**config.mk**
```make
export PLATFORM = sky130hd
export DESIGN_NAME = rlc_filter
export DESIGN_NICKNAME = d
export VERILOG_FILES = /design/src/rtl/rlc_filter_pkg.sv /design/src/rtl/rlc_fxp_mul_rescale.sv /design/src/rtl/rlc_filter.sv
export SDC_FILE = /design/constraint.sdc
export NUM_CORES = 1
export LEC_CHECK = 0
export CAP_MARGIN = 40
export CORE_AREA = 2 2 411 413
export CTS_CLUSTER_DIAMETER = 200
export DETAILED_ROUTE_END_ITERATION = 8
export DIE_AREA = 0 0 413 415
export RECOVER_POWER = 25
export SLEW_MARGIN = 25
export SYNTH_ARGS = -nofsm -noshare
export SYNTH_HDL_FRONTEND = slang
export SYNTH_SLANG_ARGS = --single-unit
```
**constraint.sdc**
```tcl
create_clock -name clk -period 42.7 [get_ports clk]
set_input_delay 6.405 -clock clk [delete_from_list [all_inputs] [get_ports clk]]
set_output_delay 6.405 -clock clk [all_outputs]
set_load 0.005 [all_outputs]
```
**src/rtl/rlc_filter_pkg.sv**
```systemverilog
// Shared formats, coefficient quantisation and rounding helpers for rlc_filter.
// Saturation is enabled by defining RLC_FILTER_SAT_EN; otherwise results wrap.
package rlc_filter_pkg;

  localparam int V_IN_WIDTH_DEF     = 18;
  localparam int V_IN_EXPONENT_DEF  = -16;
  localparam int V_OUT_WIDTH_DEF    = 18;
  localparam int V_OUT_EXPONENT_DEF = -13;
  localparam int I_WIDTH_DEF        = 32;
  localparam int I_EXPONENT_DEF     = -28;
  localparam int VC_WIDTH_DEF       = 32;
  localparam int VC_EXPONENT_DEF    = -24;
  localparam int COEF_FRAC          = 20;

  // Intermediate width: wide enough that no product or sum overflows before the final fit.
  localparam int WIDE_W = 96;
  typedef logic signed [WIDE_W-1:0] wide_t;

`ifdef RLC_FILTER_SAT_EN
  localparam bit SAT_EN = 1'b1;
`else
  localparam bit SAT_EN = 1'b0;
`endif

  // Quantise a real coefficient to COEF_FRAC fractional bits (cast rounds half away from zero).
  function automatic longint real_to_coef(input real v);
    return longint'(v * (2.0 ** COEF_FRAC));
  endfunction

  // shift = destination exponent - source exponent; positive shifts right with symmetric rounding.
  function automatic wide_t rescale_round(input wide_t x, input int shift);
    wide_t mag;
    if (shift <= 0) return x <<< (-shift);
    mag = x[WIDE_W-1] ? -x : x;
    mag = (mag + (wide_t'(1) <<< (shift - 1))) >>> shift;
    return x[WIDE_W-1] ? -mag : mag;
  endfunction

  function automatic wide_t sat_to(input wide_t x, input int w);
    wide_t hi, lo;
    hi = (wide_t'(1) <<< (w - 1)) - wide_t'(1);
    lo = -(wide_t'(1) <<< (w - 1));
    if (x > hi) return hi;
    if (x < lo) return lo;
    return x;
  endfunction

  // Fit a wide value into w bits: clamp when saturation is built in, else leave for truncation.
  function automatic wide_t fit(input wide_t x, input int w);
    return SAT_EN ? sat_to(x, w) : x;
  endfunction

endpackage

```
**src/rtl/rlc_fxp_mul_rescale.sv**
```systemverilog
// Signed multiply by a constant fixed-point coefficient, rescaled to OUT_EXP with
// round-half-away-from-zero; clamps to OUT_WIDTH when RLC_FILTER_SAT_EN is defined.
module rlc_fxp_mul_rescale
  import rlc_filter_pkg::*;
#(
  parameter int     IN_WIDTH  = 32,
  parameter int     IN_EXP    = -28,
  parameter longint COEF      = 0,
  parameter int     OUT_WIDTH = 32,
  parameter int     OUT_EXP   = -28
) (
  input  logic signed [IN_WIDTH-1:0]  a,
  output logic signed [OUT_WIDTH-1:0] y
);

  localparam int SHIFT = OUT_EXP - IN_EXP + COEF_FRAC;

  always_comb begin
    y = OUT_WIDTH'(fit(rescale_round(wide_t'(a) * wide_t'(COEF), SHIFT), OUT_WIDTH));
  end

endmodule

```
**src/rtl/rlc_filter.sv**
```systemverilog
// Discrete-time series-R/L, shunt-C low-pass plant; one semi-implicit Euler step per clk.
// Define RLC_FILTER_SAT_EN to saturate i, vc and v_out instead of wrapping.
module rlc_filter
  import rlc_filter_pkg::*;
#(
  parameter int  V_IN_WIDTH     = V_IN_WIDTH_DEF,
  parameter int  V_IN_EXPONENT  = V_IN_EXPONENT_DEF,
  parameter int  V_OUT_WIDTH    = V_OUT_WIDTH_DEF,
  parameter int  V_OUT_EXPONENT = V_OUT_EXPONENT_DEF,
  parameter int  I_WIDTH        = I_WIDTH_DEF,
  parameter int  I_EXPONENT     = I_EXPONENT_DEF,
  parameter int  VC_WIDTH       = VC_WIDTH_DEF,
  parameter int  VC_EXPONENT    = VC_EXPONENT_DEF,
  parameter real DT             = 1.0e-8,
  parameter real R_OHM          = 20.0,
  parameter real L_H            = 1.0e-6,
  parameter real C_F            = 1.0e-9
) (
  input  logic                          clk,
  input  logic                          rst,
  input  logic signed [V_IN_WIDTH-1:0]  v_in,
  output logic signed [V_OUT_WIDTH-1:0] v_out
);

  localparam longint KI = real_to_coef(DT / L_H);
  localparam longint KV = real_to_coef(DT / C_F);
  localparam longint KR = real_to_coef(R_OHM);

  // Voltage sums are formed on the finest of the input/state grids.
  localparam int GRID_EXP =
    (I_EXPONENT < VC_EXPONENT)
      ? ((I_EXPONENT < V_IN_EXPONENT) ? I_EXPONENT : V_IN_EXPONENT)
      : ((VC_EXPONENT < V_IN_EXPONENT) ? VC_EXPONENT : V_IN_EXPONENT);

  logic signed [I_WIDTH-1:0]     i_q, i_next;
  logic signed [VC_WIDTH-1:0]    vc_q, vc_next;
  logic signed [V_OUT_WIDTH-1:0] v_out_next;
  wide_t                         kr_i, ki_d, kv_i, diff;

  rlc_fxp_mul_rescale #(
    .IN_WIDTH (I_WIDTH),
    .IN_EXP   (I_EXPONENT),
    .COEF     (KR),
    .OUT_WIDTH(WIDE_W),
    .OUT_EXP  (GRID_EXP)
  ) u_kr (
    .a(i_q),
    .y(kr_i)
  );

  rlc_fxp_mul_rescale #(
    .IN_WIDTH (WIDE_W),
    .IN_EXP   (GRID_EXP),
    .COEF     (KI),
    .OUT_WIDTH(WIDE_W),
    .OUT_EXP  (I_EXPONENT)
  ) u_ki (
    .a(diff),
    .y(ki_d)
  );

  // Semi-implicit: the capacitor update uses the freshly computed current.
  rlc_fxp_mul_rescale #(
    .IN_WIDTH (I_WIDTH),
    .IN_EXP   (I_EXPONENT),
    .COEF     (KV),
    .OUT_WIDTH(WIDE_W),
    .OUT_EXP  (VC_EXPONENT)
  ) u_kv (
    .a(i_next),
    .y(kv_i)
  );

  always_comb begin
    diff = rescale_round(wide_t'(v_in), GRID_EXP - V_IN_EXPONENT)
         - kr_i
         - rescale_round(wide_t'(vc_q), GRID_EXP - VC_EXPONENT);
  end

  always_comb begin
    i_next = I_WIDTH'(fit(wide_t'(i_q) + ki_d, I_WIDTH));
  end

  always_comb begin
    vc_next    = VC_WIDTH'(fit(wide_t'(vc_q) + kv_i, VC_WIDTH));
    v_out_next = V_OUT_WIDTH'(fit(rescale_round(wide_t'(vc_next), V_OUT_EXPONENT - VC_EXPONENT),
                                  V_OUT_WIDTH));
  end

  always_ff @(posedge clk or posedge rst) begin
    if (rst) begin
      i_q   <= '0;
      vc_q  <= '0;
      v_out <= '0;
    end else begin
      i_q   <= i_next;
      vc_q  <= vc_next;
      v_out <= v_out_next;
    end
  end

endmodule

```
==> flow_summary.json, run 1 <==
{
  "synth_top_area_cell": "fa_1",
  "core_sq_um": 166700,
  "dp_hpwl_microns": 127600,
  "cts.hold.buffers_added": 0,
  "h-tree-depth": 3,
  "avgSynthCellArea_sq_um": 7.967,
  "min_path_cells": 1,
  "yosys.cell_count.top_type": "inv_1",
  "synth.distinct_cells": 129,
  "synth_edf_count": 0,
  "skew_ps": 16.91,
  "clkSinkCount": 82,
  "chipWidth_microns": 413,
  "finalMaxSlewViolations": 46,
  "min_from": "vc_q[0]",
  "root_buffer": "clkbuf_16",
  "status": "finished with violations",
  "grt_overflow": 0,
  "cts_tree": "yes",
  "r2r_slack_ps": 4490,
  "synth_compound_area_share_pct": 18.52,
  "wl_microns": 148000,
  "post-route-min-period_ps": 39000,
  "num-nets-final": 7457,
  "wire_per_inst_microns": 17.57,
  "crit_path_top_delay_cell": "o41ai_1",
  "setup_violations": 0,
  "async_reset_ff_share_pct": 100.0,
  "ys_seq_area_share_pct": 4.125,
  "crit_fanout": 63,
  "start_util_pct": 29.85,
  "cts-resized-gates": 0,
  "ys_ff_latch": 82,
  "cap_violations": 1,
  "violations": "max-capacitance violations, max-slew violations",
  "io_pins": 38,
  "drt_iter0_markers": 2961,
  "start_kind": "input port",
  "cts_setup_buffers": 0,
  "layout-drive-gt1-share_pct": 4.053,
  "crit_type": "input port to register",
  "grt_pass1_vias": 43490,
  "r2r_end": "v_out[17]",
  "worstMarginPinSlew_ps": 2545,
  "crit_top_cell": "a21oi_1",
  "syn-instance-count": 6244,
  "critPathArrivalTime_ps": 39260,
  "dr.pass1.iters": 6,
  "insertion_delay_ps": 390,
  "cp.depth": 144,
  "grt_max_degree": 70,
  "route.detailed.drc": 0,
  "rsz0062_at_grt": "no",
  "viasPerCell": 5.144,
  "synthTopCellsByArea": "fa_1, ha_1, inv_1, xnor2_1, dfrtp_1",
  "cp_top_family": "compound AO/OA/AOI/OAI gates",
  "tns_ps": 0,
  "via_count": 43330,
  "antenna_left": 0,
  "synth.net_count": 7488,
  "synth_top_family_by_area": "adder cells",
  "synth_top_area_share_pct": 23.46,
  "required_ps": 42960,
  "fp.dieH_microns": 415,
  "cp-end-kind": "register",
  "die_area_sq_um": 171400,
  "cts_made_buffers": 9,
  "slowest_delay_ps": 750,
  "synthAdderAreaFrac_pct": 39.63,
  "routabilityCongestion": 0.9668,
  "fin_crit_sh_pct": 91.34,
  "area_delta_synth_final_pct": 6.995,
  "muxShareOfSynthArea_pct": 1.092,
  "synthTopCellsByCount": "inv_1, ha_1, fa_1",
  "reg2reg_depth": 161,
  "synth_area_sq_um": 49740,
  "fill_cells": 17690,
  "grt_pass1_wl_microns": 238600,
  "grt_use_total_pct": 17.28,
  "clk_pin_slew_ps": 70,
  "min_path_type": "register to register",
  "cts_buffer_depth": 2,
  "place.port_buffers": 37,
  "num_rows": 150,
  "worst_hold_path.endpoint": "vc_q[0]",
  "worst-path-buf-inv": 16,
  "antenna_found_initial": 3,
  "hold_violations": 0,
  "yosysWarnings": 0,
  "slew_headroom_pct": -69.66,
  "synthFlopType": "dfrtp_1",
  "timing.fmax_ghz": 0.02564,
  "synth-xor-area-share_pct": 10.24,
  "yosys.area_share.simple_pct": 15.55,
  "reg2reg_from": "i_q[0]"
}
-- flip-flops by register name (all words and copies together), names as in the netlist --
| register | cells |
|---|---|
| i_q | 32 |
| vc_q | 32 |
| v_out | 18 |
-- kinds of logic (layout without fill, tap and decap cells) --
| family | after synthesis | in the layout |
|---|---|---|
| compound gates | 1372 | 1372 |
| other cells | 0 | 1 |
| buf+inv | 1426 | 1400 |
| simple gates | 1518 | 1518 |
| flops | 82 | 82 |
| xor+xnor | 568 | 568 |
| mux | 52 | 52 |
| fa+ha+maj | 1226 | 1226 |
-- final cells by class --
| type | count | area, sq um | share of cell area, % |
|---|---|---|---|
| Inverter | 1243 | 4668 | 8.771 |
| Tap cell | 2204 | 2758 | 5.181 |
| Antenna cell | 1 | 2.502 | 0.004702 |
| Clock inverter | 7 | 71.32 | 0.1340 |
| Clock buffer | 9 | 225.2 | 0.4232 |
| Multi-Input combinational cell | 4736 | 42340 | 79.56 |
| Sequential cell | 82 | 2056 | 3.862 |
| Timing Repair Buffer | 141 | 1100 | 2.066 |
-- how the worst max path moves through the flow --
stage,startpoint,endpoint
finish,v_in[17],v_out[17]
global route,v_in[17],v_out[17]
CTS,v_in[17],v_out[17]
detailed placement,v_in[17],v_out[17]
global placement,v_in[17],v_out[13]
floorplan,v_in[17],v_out[10]
-- through the flow --
stage / cell area, sq um / instances / hold WS, ps / setup WS, ps / utilization, %
after CTS: 53210 / 8416 / 541.4 / 3905 / 31.93
after global routing: 53220 / 8423 / 566.2 / 1064 / 31.94
after floorplan: 49740 / 6244 / 494.9 / 4710 / -
after global placement: 52670 / 8370 / 529.8 / 3734 / 31.60
final: 53220 / 8423 / 537.0 / 3700 / 31.94
after detailed placement: 52920 / 8400 / 524.9 / 3634 / 31.75
-- metal layers --
metal | global-route usage [%] | vias to the layer above | routed length, microns
li1 | - | 20990 | -
met1 | 24.12 | 21250 | 68750
met2 | 28.88 | 969 | 69850
met3 | 1.307 | 126 | 6209
met4 | 3.895 | 0 | 3206
met5 | 0 | - | 0
-- cells in the final DEF (no fill, tap or decap), types with 53 or more instances in the layout --
| cell type | Yosys | routed |
|---|---|---|
| inv_1 | 1239 | 1237 |
| ha_1 | 641 | 641 |
| fa_1 | 583 | 583 |
| xnor2_1 | 364 | 362 |
| a21oi_1 | 359 | 359 |
| nand2_1 | 355 | 354 |
| nor2_1 | 351 | 350 |
| o21ai_0 | 231 | 231 |
| xor2_1 | 195 | 193 |
| a21o_1 | 159 | 158 |
| nor3_1 | 147 | 147 |
| nand3_1 | 115 | 115 |
| nand4_1 | 92 | 92 |
| buf_4 | 6 | 85 |
| dfrtp_1 | 82 | 81 |
| a31oi_1 | 77 | 77 |
| and2_1 | 64 | 64 |
| o21a_1 | 60 | 60 |
| nand2b_1 | 54 | 54 |
| o21bai_1 | 54 | 54 |
| and3_1 | 53 | 53 |
Power of run 1 is left out: the tool's default activity adds up to more than one toggle a clock period on the data nets, which glitch-free logic cannot reach.
==> run 2: changes to the inputs <==
--- a/config.mk
+++ b/config.mk
@@ -6,10 +6,10 @@
 export NUM_CORES = 1
 export LEC_CHECK = 0
 export CAP_MARGIN = 40
-export CORE_AREA = 2 2 411 413
+export CORE_AREA = 2 2 336 338
 export CTS_CLUSTER_DIAMETER = 200
 export DETAILED_ROUTE_END_ITERATION = 8
-export DIE_AREA = 0 0 413 415
+export DIE_AREA = 0 0 338 340
 export RECOVER_POWER = 25
 export SLEW_MARGIN = 25
 export SYNTH_ARGS = -nofsm -noshare
==> constraint.sdc (replaced) <==
create_clock -name clk -period 33.3 [get_ports clk]
set_input_delay 4.995 -clock clk [delete_from_list [all_inputs] [get_ports clk]]
set_output_delay 4.995 -clock clk [all_outputs]
set_load 0.005 [all_outputs]
==> run 2 against run 1 <==
Compared with the run above:
- register-to-register slack got worse by 2500 ps
- the flow now finishes without violations
- final cell count fell by 6.6%
- critical path depth fell by 6
- routed wire length rose by 4.4%
- critical path type unchanged
==> flow_summary.json, run 2 (synthesis results as in run 1) <==
{
  "status": "complete, no violations",
  "final_cell_mix": "inv_1, ha_1, fa_1",
  "place.port_buffers": 37,
  "skew_ps": 18.58,
  "start_util_pct": 44.58,
  "min_path_type": "register to register",
  "grt_pass1_vias": 43580,
  "tns_ps": 0,
  "cts.hold.buffers_added": 0,
  "cap_violations": 0,
  "worst-path-buf-inv": 12,
  "num-nets-final": 7603,
  "cts_tree": "yes",
  "dr.pass1.iters": 5,
  "viasPerCell": 5.601,
  "slowest_delay_ps": 590,
  "crit_type": "input port to register",
  "antenna_left": 0,
  "area_delta_synth_final_pct": 9.382,
  "crit_top_cell": "a21o_1",
  "insertion_delay_ps": 390,
  "cts_buffer_depth": 2,
  "cts_made_buffers": 9,
  "route.detailed.drc": 0,
  "wire_per_inst_microns": 19.65,
  "clkSinkCount": 82,
  "grt_use_total_pct": 26.93,
  "io_pins": 38,
  "timing.fmax_ghz": 0.03165,
  "post-route-min-period_ps": 31590,
  "cp_top_family": "compound AO/OA/AOI/OAI gates",
  "grt_overflow": 0,
  "layout_commonest_cell": "inv_1",
  "cp-end-kind": "register",
  "grt_pass1_wl_microns": 244400,
  "setup_violations": 0,
  "num_rows": 123,
  "crit_path_top_delay_cell": "or4_4",
  "dp_hpwl_microns": 132900,
  "drt_iter0_markers": 3106,
  "critPathArrivalTime_ps": 31840,
  "die_area_sq_um": 114900,
  "fin_hold_ws_ps": 559.7,
  "worstMarginPinSlew_ps": 1463,
  "core_sq_um": 111600,
  "layout-drive-gt1-share_pct": 8.202,
  "clk_pin_slew_ps": 70,
  "fin_util_pct": 48.77,
  "slew_headroom_pct": 2.435,
  "reg_top3": "i_q: 32 flops, vc_q: 32 flops, v_out: 18 flops",
  "required_ps": 33550,
  "root_buffer": "clkbuf_16",
  "chipWidth_microns": 338,
  "via_count": 44050,
  "crit_fanout": 5,
  "h-tree-depth": 3,
  "fp.dieH_microns": 340,
  "hold_violations": 0,
  "wl_microns": 154500,
  "start_kind": "input port",
  "finalMaxSlewViolations": 0,
  "routabilityCongestion": 0.9846,
  "fin_crit_sh_pct": 94.88,
  "antenna_found_initial": 5,
  "grt_max_degree": 63
}
[run 2: worst register-to-register path: cells and delay by family, from the launching register on]
kind	cells	cell delay [ps]
simple gates	42	7650
fa+ha+maj	20	7360
xor+xnor	17	3430
flops	1	440
mux	2	500
compound gates	61	11010
buf+inv	9	790
[run 2: cell type report]
| class | instances | area [sq um] |
|---|---|---|
| antenna | 1 | 2.502 |
| clock buffer | 10 | 239.0 |
| clock inverter | 6 | 95.09 |
| fill | 11120 | 57160 |
| inverter | 1243 | 4673 |
| multi-input combinational | 4736 | 43150 |
| sequential | 82 | 2057 |
| tap | 1500 | 1877 |
| timing repair buffer | 287 | 2315 |
[run 2: layer usage]
metal / vias to the layer above / wire (microns) / GRT usage [%]
li1: 21280 / - / -
met1: 21590 / 69020 / 36.58
met2: 991 / 73640 / 45.01
met3: 184 / 6532 / 2.621
met4: 0 / 5344 / 8.398
met5: - / 0 / 0
[run 2: repair_timing]
| item | in CTS | in global routing |
|---|---|---|
| resized for setup | 0 | 142 |
| endpoints found under the setup margin | 0 | 20 |
| buffers inserted | 0 | 47 |
[run 2: worst paths after layout]
check                      cells after the start     from        end  slack [ps]
max                                          138  v_in[4]  v_out[14]        1710
min                                            1  vc_q[0]    vc_q[0]         560
max reg2reg                                  151   i_q[3]  v_out[14]        1950
min reg2reg                                    1  vc_q[0]    vc_q[0]         560
max in group asynchronous                      4      rst     i_q[5]       25930
min in group asynchronous                      2      rst   v_out[0]        5530
[run 2: through the flow]
| step | setup WS, ps | instance area [sq um] | std cells |
|---|---|---|---|
| CTS | 406.0 | 53240 | 7811 |
| global route | -119.5 | 54410 | 7865 |
| detailed placement | 164.4 | 52910 | 7795 |
| finish | 1706 | 54410 | 7865 |
| global placement | -445.4 | 52700 | 7773 |
| floorplan | 13.70 | 49940 | 6244 |
Power of run 2 is left out for the same reason.
